**src/rtl/pal_pkg.sv**
```systemverilog
// Shared sizing constants and plane-offset helpers for the field-programmable PAL.
package pal_pkg;

  localparam int DEF_NUM_INPUTS  = 8;
  localparam int DEF_NUM_OUTPUTS = 8;
  localparam int DEF_NUM_TERMS   = 8;

  // The AND plane sits at the bottom of the config word and the OR plane directly above it.
  localparam int AND_BASE = 0;

  function automatic int or_base(input int num_inputs, input int num_terms);
    return AND_BASE + 2 * num_inputs * num_terms;
  endfunction

  function automatic int cfg_len(input int num_inputs, input int num_outputs, input int num_terms);
    return or_base(num_inputs, num_terms) + num_terms * num_outputs;
  endfunction

  localparam int DEF_OR_BASE = or_base(DEF_NUM_INPUTS, DEF_NUM_TERMS);
  localparam int DEF_CFG_LEN = cfg_len(DEF_NUM_INPUTS, DEF_NUM_OUTPUTS, DEF_NUM_TERMS);

endpackage

```
**src/rtl/pal_array.sv**
```systemverilog
// Combinational AND/OR planes: product terms over true/complemented inputs, ORed per output.
module pal_array
  import pal_pkg::*;
#(
  parameter int N_IN    = DEF_NUM_INPUTS,
  parameter int N_OUT   = DEF_NUM_OUTPUTS,
  parameter int N_TERMS = DEF_NUM_TERMS,
  parameter int CFG_W   = DEF_CFG_LEN,
  parameter int OR_OFS  = DEF_OR_BASE
) (
  input  logic [CFG_W-1:0]   cfg_i,
  input  logic [N_IN-1:0]    in_i,
  output logic [N_OUT-1:0]   out_o
);

  localparam int TERM_W = 2 * N_IN;

  logic [TERM_W-1:0]  lit;
  logic [N_TERMS-1:0] term;

  // Literal vector interleaved as {~in[j], in[j]} so it lines up bit-for-bit with a term's config slice.
  always_comb begin
    // NOTE: every combinational output gets a default before the loop so no path leaves it unassigned (no latch).
    lit = '0;
    for (int j = 0; j < N_IN; j++) begin
      lit[2*j]   = in_i[j];
      lit[2*j+1] = ~in_i[j];
    end
  end

  // An empty term is forced to 0; otherwise every selected literal must be true.
  always_comb begin
    term = '0;
    for (int t = 0; t < N_TERMS; t++) begin
      term[t] = (|cfg_i[AND_BASE + t*TERM_W +: TERM_W]) &&
                ((cfg_i[AND_BASE + t*TERM_W +: TERM_W] & ~lit) == '0);
    end
  end

  always_comb begin
    out_o = '0;
    for (int o = 0; o < N_OUT; o++) begin
      out_o[o] = |(term & cfg_i[OR_OFS + o*N_TERMS +: N_TERMS]);
    end
  end

endmodule

```
**src/rtl/pal_top_wrapper.sv**
```systemverilog
// PAL wrapper: serial config shift register, IO mapping and the PAL array.
// Define PAL_OUT_REG_EN to register uo_out (1-cycle latency, holds while ena=0).
module pal_top_wrapper
  import pal_pkg::*;
#(
  parameter int NUM_INPUTS  = DEF_NUM_INPUTS,
  parameter int NUM_OUTPUTS = DEF_NUM_OUTPUTS,
  parameter int NUM_TERMS   = DEF_NUM_TERMS
) (
  input  logic       clk,
  input  logic       rst,
  input  logic       ena,
  input  logic [7:0] ui_in,
  output logic [7:0] uo_out,
  input  logic [7:0] uio_in,
  output logic [7:0] uio_out,
  output logic [7:0] uio_oe
);

  localparam int CFG_LEN = cfg_len(NUM_INPUTS, NUM_OUTPUTS, NUM_TERMS);
  localparam int OR_BASE = or_base(NUM_INPUTS, NUM_TERMS);

  if (NUM_INPUTS < 1 || NUM_INPUTS > 8 || NUM_OUTPUTS < 1 || NUM_OUTPUTS > 8) begin : g_bad_size
    $error("pal_top_wrapper: NUM_INPUTS and NUM_OUTPUTS must be in 1..8");
  end

  logic [CFG_LEN-1:0]     cfg_q, cfg_d;
  logic                   shift_en;
  logic [NUM_OUTPUTS-1:0] pal_out;
  logic [7:0]             out_pad;

  assign shift_en = ena & uio_in[1];

  always_comb begin
    cfg_d = cfg_q;
    if (shift_en) cfg_d = {uio_in[0], cfg_q[CFG_LEN-1:1]};
  end

  // NOTE: the config store is reset (unlike a RAM) because all-zero is its defined safe state: every output reads 0.
  always_ff @(posedge clk or posedge rst) begin
    // NOTE: sequential state uses non-blocking assignments so every flop samples pre-edge values.
    if (rst) cfg_q <= '0;
    else     cfg_q <= cfg_d;
  end

  pal_array #(
    .N_IN    (NUM_INPUTS),
    .N_OUT   (NUM_OUTPUTS),
    .N_TERMS (NUM_TERMS),
    .CFG_W   (CFG_LEN),
    .OR_OFS  (OR_BASE)
  ) u_array (
    .cfg_i (cfg_q),
    .in_i  (ui_in[NUM_INPUTS-1:0]),
    .out_o (pal_out)
  );

  always_comb begin
    out_pad = '0;
    out_pad[NUM_OUTPUTS-1:0] = pal_out;
  end

`ifdef PAL_OUT_REG_EN
  logic [7:0] out_q;

  always_ff @(posedge clk or posedge rst) begin
    if (rst)      out_q <= '0;
    else if (ena) out_q <= out_pad;
  end

  assign uo_out = out_q;
`else
  assign uo_out = out_pad;
`endif

  assign uio_out = 8'h00;
  assign uio_oe  = 8'h00;

  logic unused_ok;
  assign unused_ok = &{1'b0, uio_in[7:2], ui_in};

endmodule

```
**config.mk**
```make
export PLATFORM = sky130hd
export DESIGN_NAME = pal_top_wrapper
export DESIGN_NICKNAME = d
export VERILOG_FILES = /design/src/rtl/pal_pkg.sv /design/src/rtl/pal_array.sv /design/src/rtl/pal_top_wrapper.sv
export SDC_FILE = /design/constraint.sdc
export NUM_CORES = 1
export LEC_CHECK = 0
export BUFFER_PORTS_ARGS = -buffer_cell sky130_fd_sc_hd__buf_2
export CAP_MARGIN = 20
export CELL_PAD_IN_SITES_DETAIL_PLACEMENT = 1
export CELL_PAD_IN_SITES_GLOBAL_PLACEMENT = 1
export CORE_MARGIN = 5
export CORE_UTILIZATION = 49
export CTS_CLUSTER_DIAMETER = 200
export DETAILED_ROUTE_END_ITERATION = 7
export PLACE_DENSITY_LB_ADDON = 0.05
export SETUP_SLACK_MARGIN = 0.3
export SLEW_MARGIN = 30
export SYNTH_ARGS = -nofsm -noshare
export SYNTH_HDL_FRONTEND = slang
export SYNTH_SLANG_ARGS = --single-unit
export TNS_END_PERCENT = 10
```
**constraint.sdc**
```tcl
create_clock -name clk -period 12.55 [get_ports clk]
set_input_delay 2.51 -clock clk [delete_from_list [all_inputs] [get_ports clk]]
set_output_delay 2.51 -clock clk [all_outputs]
set_load 0.03 [all_outputs]
```
# After elaboration in Yosys (flattened, before gate mapping)
# Index checks and enable logic that the tools add are counted.
# totals
regBits	192
inputBits	19
output_inout_bits	24
word_cells	59
# classes
bitwise_logic	26
n_reduce_logical	32
# op_table
operator	n
$and A16 B16 Y16	8
$logic_not A16 Y1	8
$reduce_or A16 Y1	8
$and A8 B8 Y8	8
$reduce_or A8 Y1	8
$not A16 Y16	1
$logic_and A1 B1 Y1	8
$not A1 Y1	8
$and A1 B1 Y1	1

# Longest topological paths before layout
# depth
word_depth	7
mapped_depth	6
depth_no_buf	5

# Hierarchy
# Synthesis repeated with hierarchy kept, for this count alone.
# hier_totals
hier_cells	627
area_unflattened_um2	8968.6
# modules_own_cells
module	instances	cells_each	area_per_inst_um2	seq_area_each_um2
pal_top_wrapper	1	424	7328.3	4804.6
pal_array	1	203	1640.3	0.0

# Worst setup path after synthesis
# OpenSTA, ideal clock, no wires.
# synth_path
path_kind	in2out
startpoint	input port ui_in[0]
endpoint	output port uo_out[6]
arrival_time_ps	3773
t_required_ps	10040
setup_slack_ps	6267
cell_stages	6
n_path_buf	1
path_cell_list	buf_4 > mux2i_1 > nand4_1 > nor3_2 > a22oi_1 > nand3_1
# synth_via
elab_chain_cells	7
elab_cells_between_ends	28
classes_between	11 x bitwise; 17 x reduce/logical
# synth_lines
item	line_no	source
from (decl)	pal_top_wrapper.sv:13	input logic [7:0] ui_in,
$not A1 Y1	pal_array.sv:27	lit[2*j+1] = ~in_i[j];
$not A16 Y16 (*)	pal_array.sv:36	((cfg_i[AND_BASE + t*TERM_W +: TERM_W] & ~lit) == '0);
$and A16 B16 Y16	pal_array.sv:36	
$logic_not A16 Y1	pal_array.sv:36	
$logic_and A1 B1 Y1	pal_array.sv:35	term[t] = (|cfg_i[AND_BASE + t*TERM_W +: TERM_W]) &&
$and A8 B8 Y8 (*)	pal_array.sv:43	out_o[o] = |(term & cfg_i[OR_OFS + o*N_TERMS +: N_TERMS]);
$reduce_or A8 Y1 (*)	pal_array.sv:43	
to (decl)	pal_top_wrapper.sv:14	output logic [7:0] uo_out,
# Every way passes the cells marked *; elsewhere a longest branch is shown, timed or not.

# Worst setup path after layout
# layout_path
startpoint	input port ui_in[2]
endpoint	output port uo_out[4]
# Same word-level chain as after synthesis.

==> impl_metrics.tcl <==
set metrics [dict create \
    skew_ns 0.00785 \
    netlist_area_sq_um 8850 \
    critPathLaunch "ui_in[2]" \
    routed_via_density 5.90 \
    fmax_ghz 0.139 \
    synthCells 618 \
    timing.setup.tns_ns 0 \
    irDropWorstVdd_uv 95.0 \
    wl_per_cell_microns 22.2 \
    crit_chain "buf_2, mux2i_1, nand4_1, nor3_2, a22oi_1, nand3_1, buf_2" \
    synth_cell_types 21 \
    hold_slack_ns 0.521 \
    synth_top_cell_area_share_pct 54.3 \
    period_minus_slack_ns 7.19 \
    place_congestion 0.792 \
    port_buffers 20 \
    coreArea_sq_um 17900 \
    top_register "cfg_q" \
    antenna_cells 0 \
    dr.pass1.iters 4 \
    required_ns 10.04 \
    fp.dieArea_sq_um 20900 \
    clock_latency_ns 0.43 \
    fillers 1757 \
    initial_core_util_pct 49.4 \
    drc_errors 0 \
    p_leak_nw 4.84 \
    die_w_microns 144 \
    outcome "finished, final reports clean" \
    avgSynthCellArea_sq_um 14.3 \
    overflow 0 \
    cp-end-kind "output pin" \
    synth_seq_area_share_pct 54.3 \
    cpPeakStageDelay_ns 0.58 \
    postCtsResizedCells 0 \
    io_pins 43 \
    drtIter0Drc 223 \
    cts_max_level 4 \
    track_usage_pct 20.1 \
    die_h_microns 144 \
    hold_viol 0 \
    maxCapViolations 0 \
    reg2reg_from "cfg_q[79]$_DFFE_PP0P_" \
    hold_buffers 0 \
    area_delta_synth_final_pct 8.78 \
    crit_top_cell "buf_2" \
    synth_top_area_cell "dfrtp_1" \
    ant_nets 0 \
    layout-drive-gt1-share_pct 41.0 \
    grt_pass1_wl_mm 32.0 \
    fin_crit_sh_pct 57.3 \
    antenna_found_initial 0 \
    worstSetupStartpointType "input port" \
    cts_tree "yes" \
    vias 5141 \
    holdCritStartpoint "cfg_q[157]$_DFFE_PP0P_" \
    crit_fanout 8 \
    p_per_area_nw_per_um2 133 \
    largest_reg_flops 192 \
    cts_sinks 192 \
    grt_max_degree 117 \
    setup_viol 0 \
    wirelength_mm 19.3 \
    critPathSlowestCell "nor3_2" \
    crit_arrival_ns 4.68 \
    worstMarginPinSlew_ns 0.962 \
    path_delay_family "simple AND/OR/NAND/NOR gates" \
    path_clk_slew_ns 0.07 \
    cp_num_buf_inv 2 \
    cts-root-buf "clkbuf_16" \
    nNetsFinal 648 \
    ys_warn_count 0 \
    rows 49 \
    numCtsBuffers 17 \
    hp-class "flop to flop" \
    relSlewSlack_pct 35.9 \
    cts_buffer_depth 2 \
    post_cts_buffers 0 \
    report.final.slew_viol_count 0 \
    hpwl_mm 12.6 \
    reg_top3 "cfg_q x192" \
    synth_seq_cells 192 \
    crit_type "input port to output pin" \
    rsz0062_at_grt "false" \
    first_global_vias 5580 \
    synth.area.top_cells "dfrtp_1 54%, mux2_2 24%, mux2i_1 7.2%" \
]
[worst paths after layout]
check                                    endpoint  cells after the start  slack (ns)
max reg2reg                 cfg_q[79]$_DFFE_PP0P_                      1       11.72
max                                     uo_out[4]                      7        5.36
min in group asynchronous   cfg_q[19]$_DFFE_PP0P_                      2        2.23
max in group asynchronous  cfg_q[161]$_DFFE_PP0P_                      3        9.06
min reg2reg                cfg_q[156]$_DFFE_PP0P_                      1        0.52
min                        cfg_q[156]$_DFFE_PP0P_                      1        0.52
[routing by layer]
layer | track usage, % | part of all wire (%) | wire [microns]
met4 | 5.69 | 1.7 | 326
met2 | 30.2 | 46 | 8870
met3 | 4.50 | 2.4 | 458
met5 | 0 | 0 | 0
met1 | 29.4 | 50 | 9690
[cells in the mapped netlist]
master / n
dfrtp_1: 192
mux2_2: 192
buf_4: 25
conb_1: 1
nor4_1: 33
a22oi_1: 16
clkbuf_1: 3
nand3_1: 8
buf_2: 18
and4_1: 6
nor3_1: 1
a2111oi_1: 4
nor3_2: 7
nor4b_1: 25
inv_1: 1
nand2_1: 1
nand4_2: 4
a2111oi_2: 3
nand4_1: 12
and4_2: 2
mux2i_1: 64
[layout make-up]
cell class | instances | area, sq um | share of cell area, %
Clock buffer | 20 | 447 | 4.64
Inverter | 1 | 11.3 | 0.117
Multi-Input combinational cell | 394 | 3820 | 39.6
Sequential cell | 192 | 4800 | 49.9
Timing Repair Buffer | 23 | 126 | 1.31
Clock inverter | 12 | 135 | 1.40
Tap cell | 229 | 287 | 2.98
[kinds of logic (layout without fill, tap and decap cells)]
kind of cell	Yosys count	count (layout)	synth area share [%]
DFF	192	192	54.3
other	1	16	0.0424
buffers and inverters	47	56	3.31
muxes	256	256	31.7
and+or+nand+nor	99	99	8.38
AOI/OAI and AO/OA	23	23	2.32
[power breakdown]
group / switching (mW) / internal, mW / leakage (nW)
Sequential: 0.0180 / 0.642 / 2.66
Clock: 0.237 / 0.300 / 0.285
Combinational: 0.0467 / 0.0349 / 1.90
[placed cells by master, fill, tap and decap left out, types with 6 or more instances in the layout]
master,n
mux2_2,192
dfrtp_1,192
mux2i_1,64
nor4_1,33
nor4b_1,25
buf_2,20
clkbuf_16,17
a22oi_1,16
conb_1,16
nand4_1,12
nand3_1,8
nor3_2,7
and4_1,6
[metrics by stage]
stage,instances,worst slack (ns),cell area (sq um),util [%],power (mW)
2_1_floorplan,633,4.81,8910,-,0.736
3_3_place_gp,839,5.38,9040,50.5,0.749
3_5_place_dp,839,5.38,9040,50.5,0.754
4_1_cts,871,5.37,9620,53.8,1.30
5_1_grt,871,5.25,9630,53.8,1.33
6_report,871,5.36,9630,53.8,1.28
No activity file was read; power rests on OpenSTA's default activity.
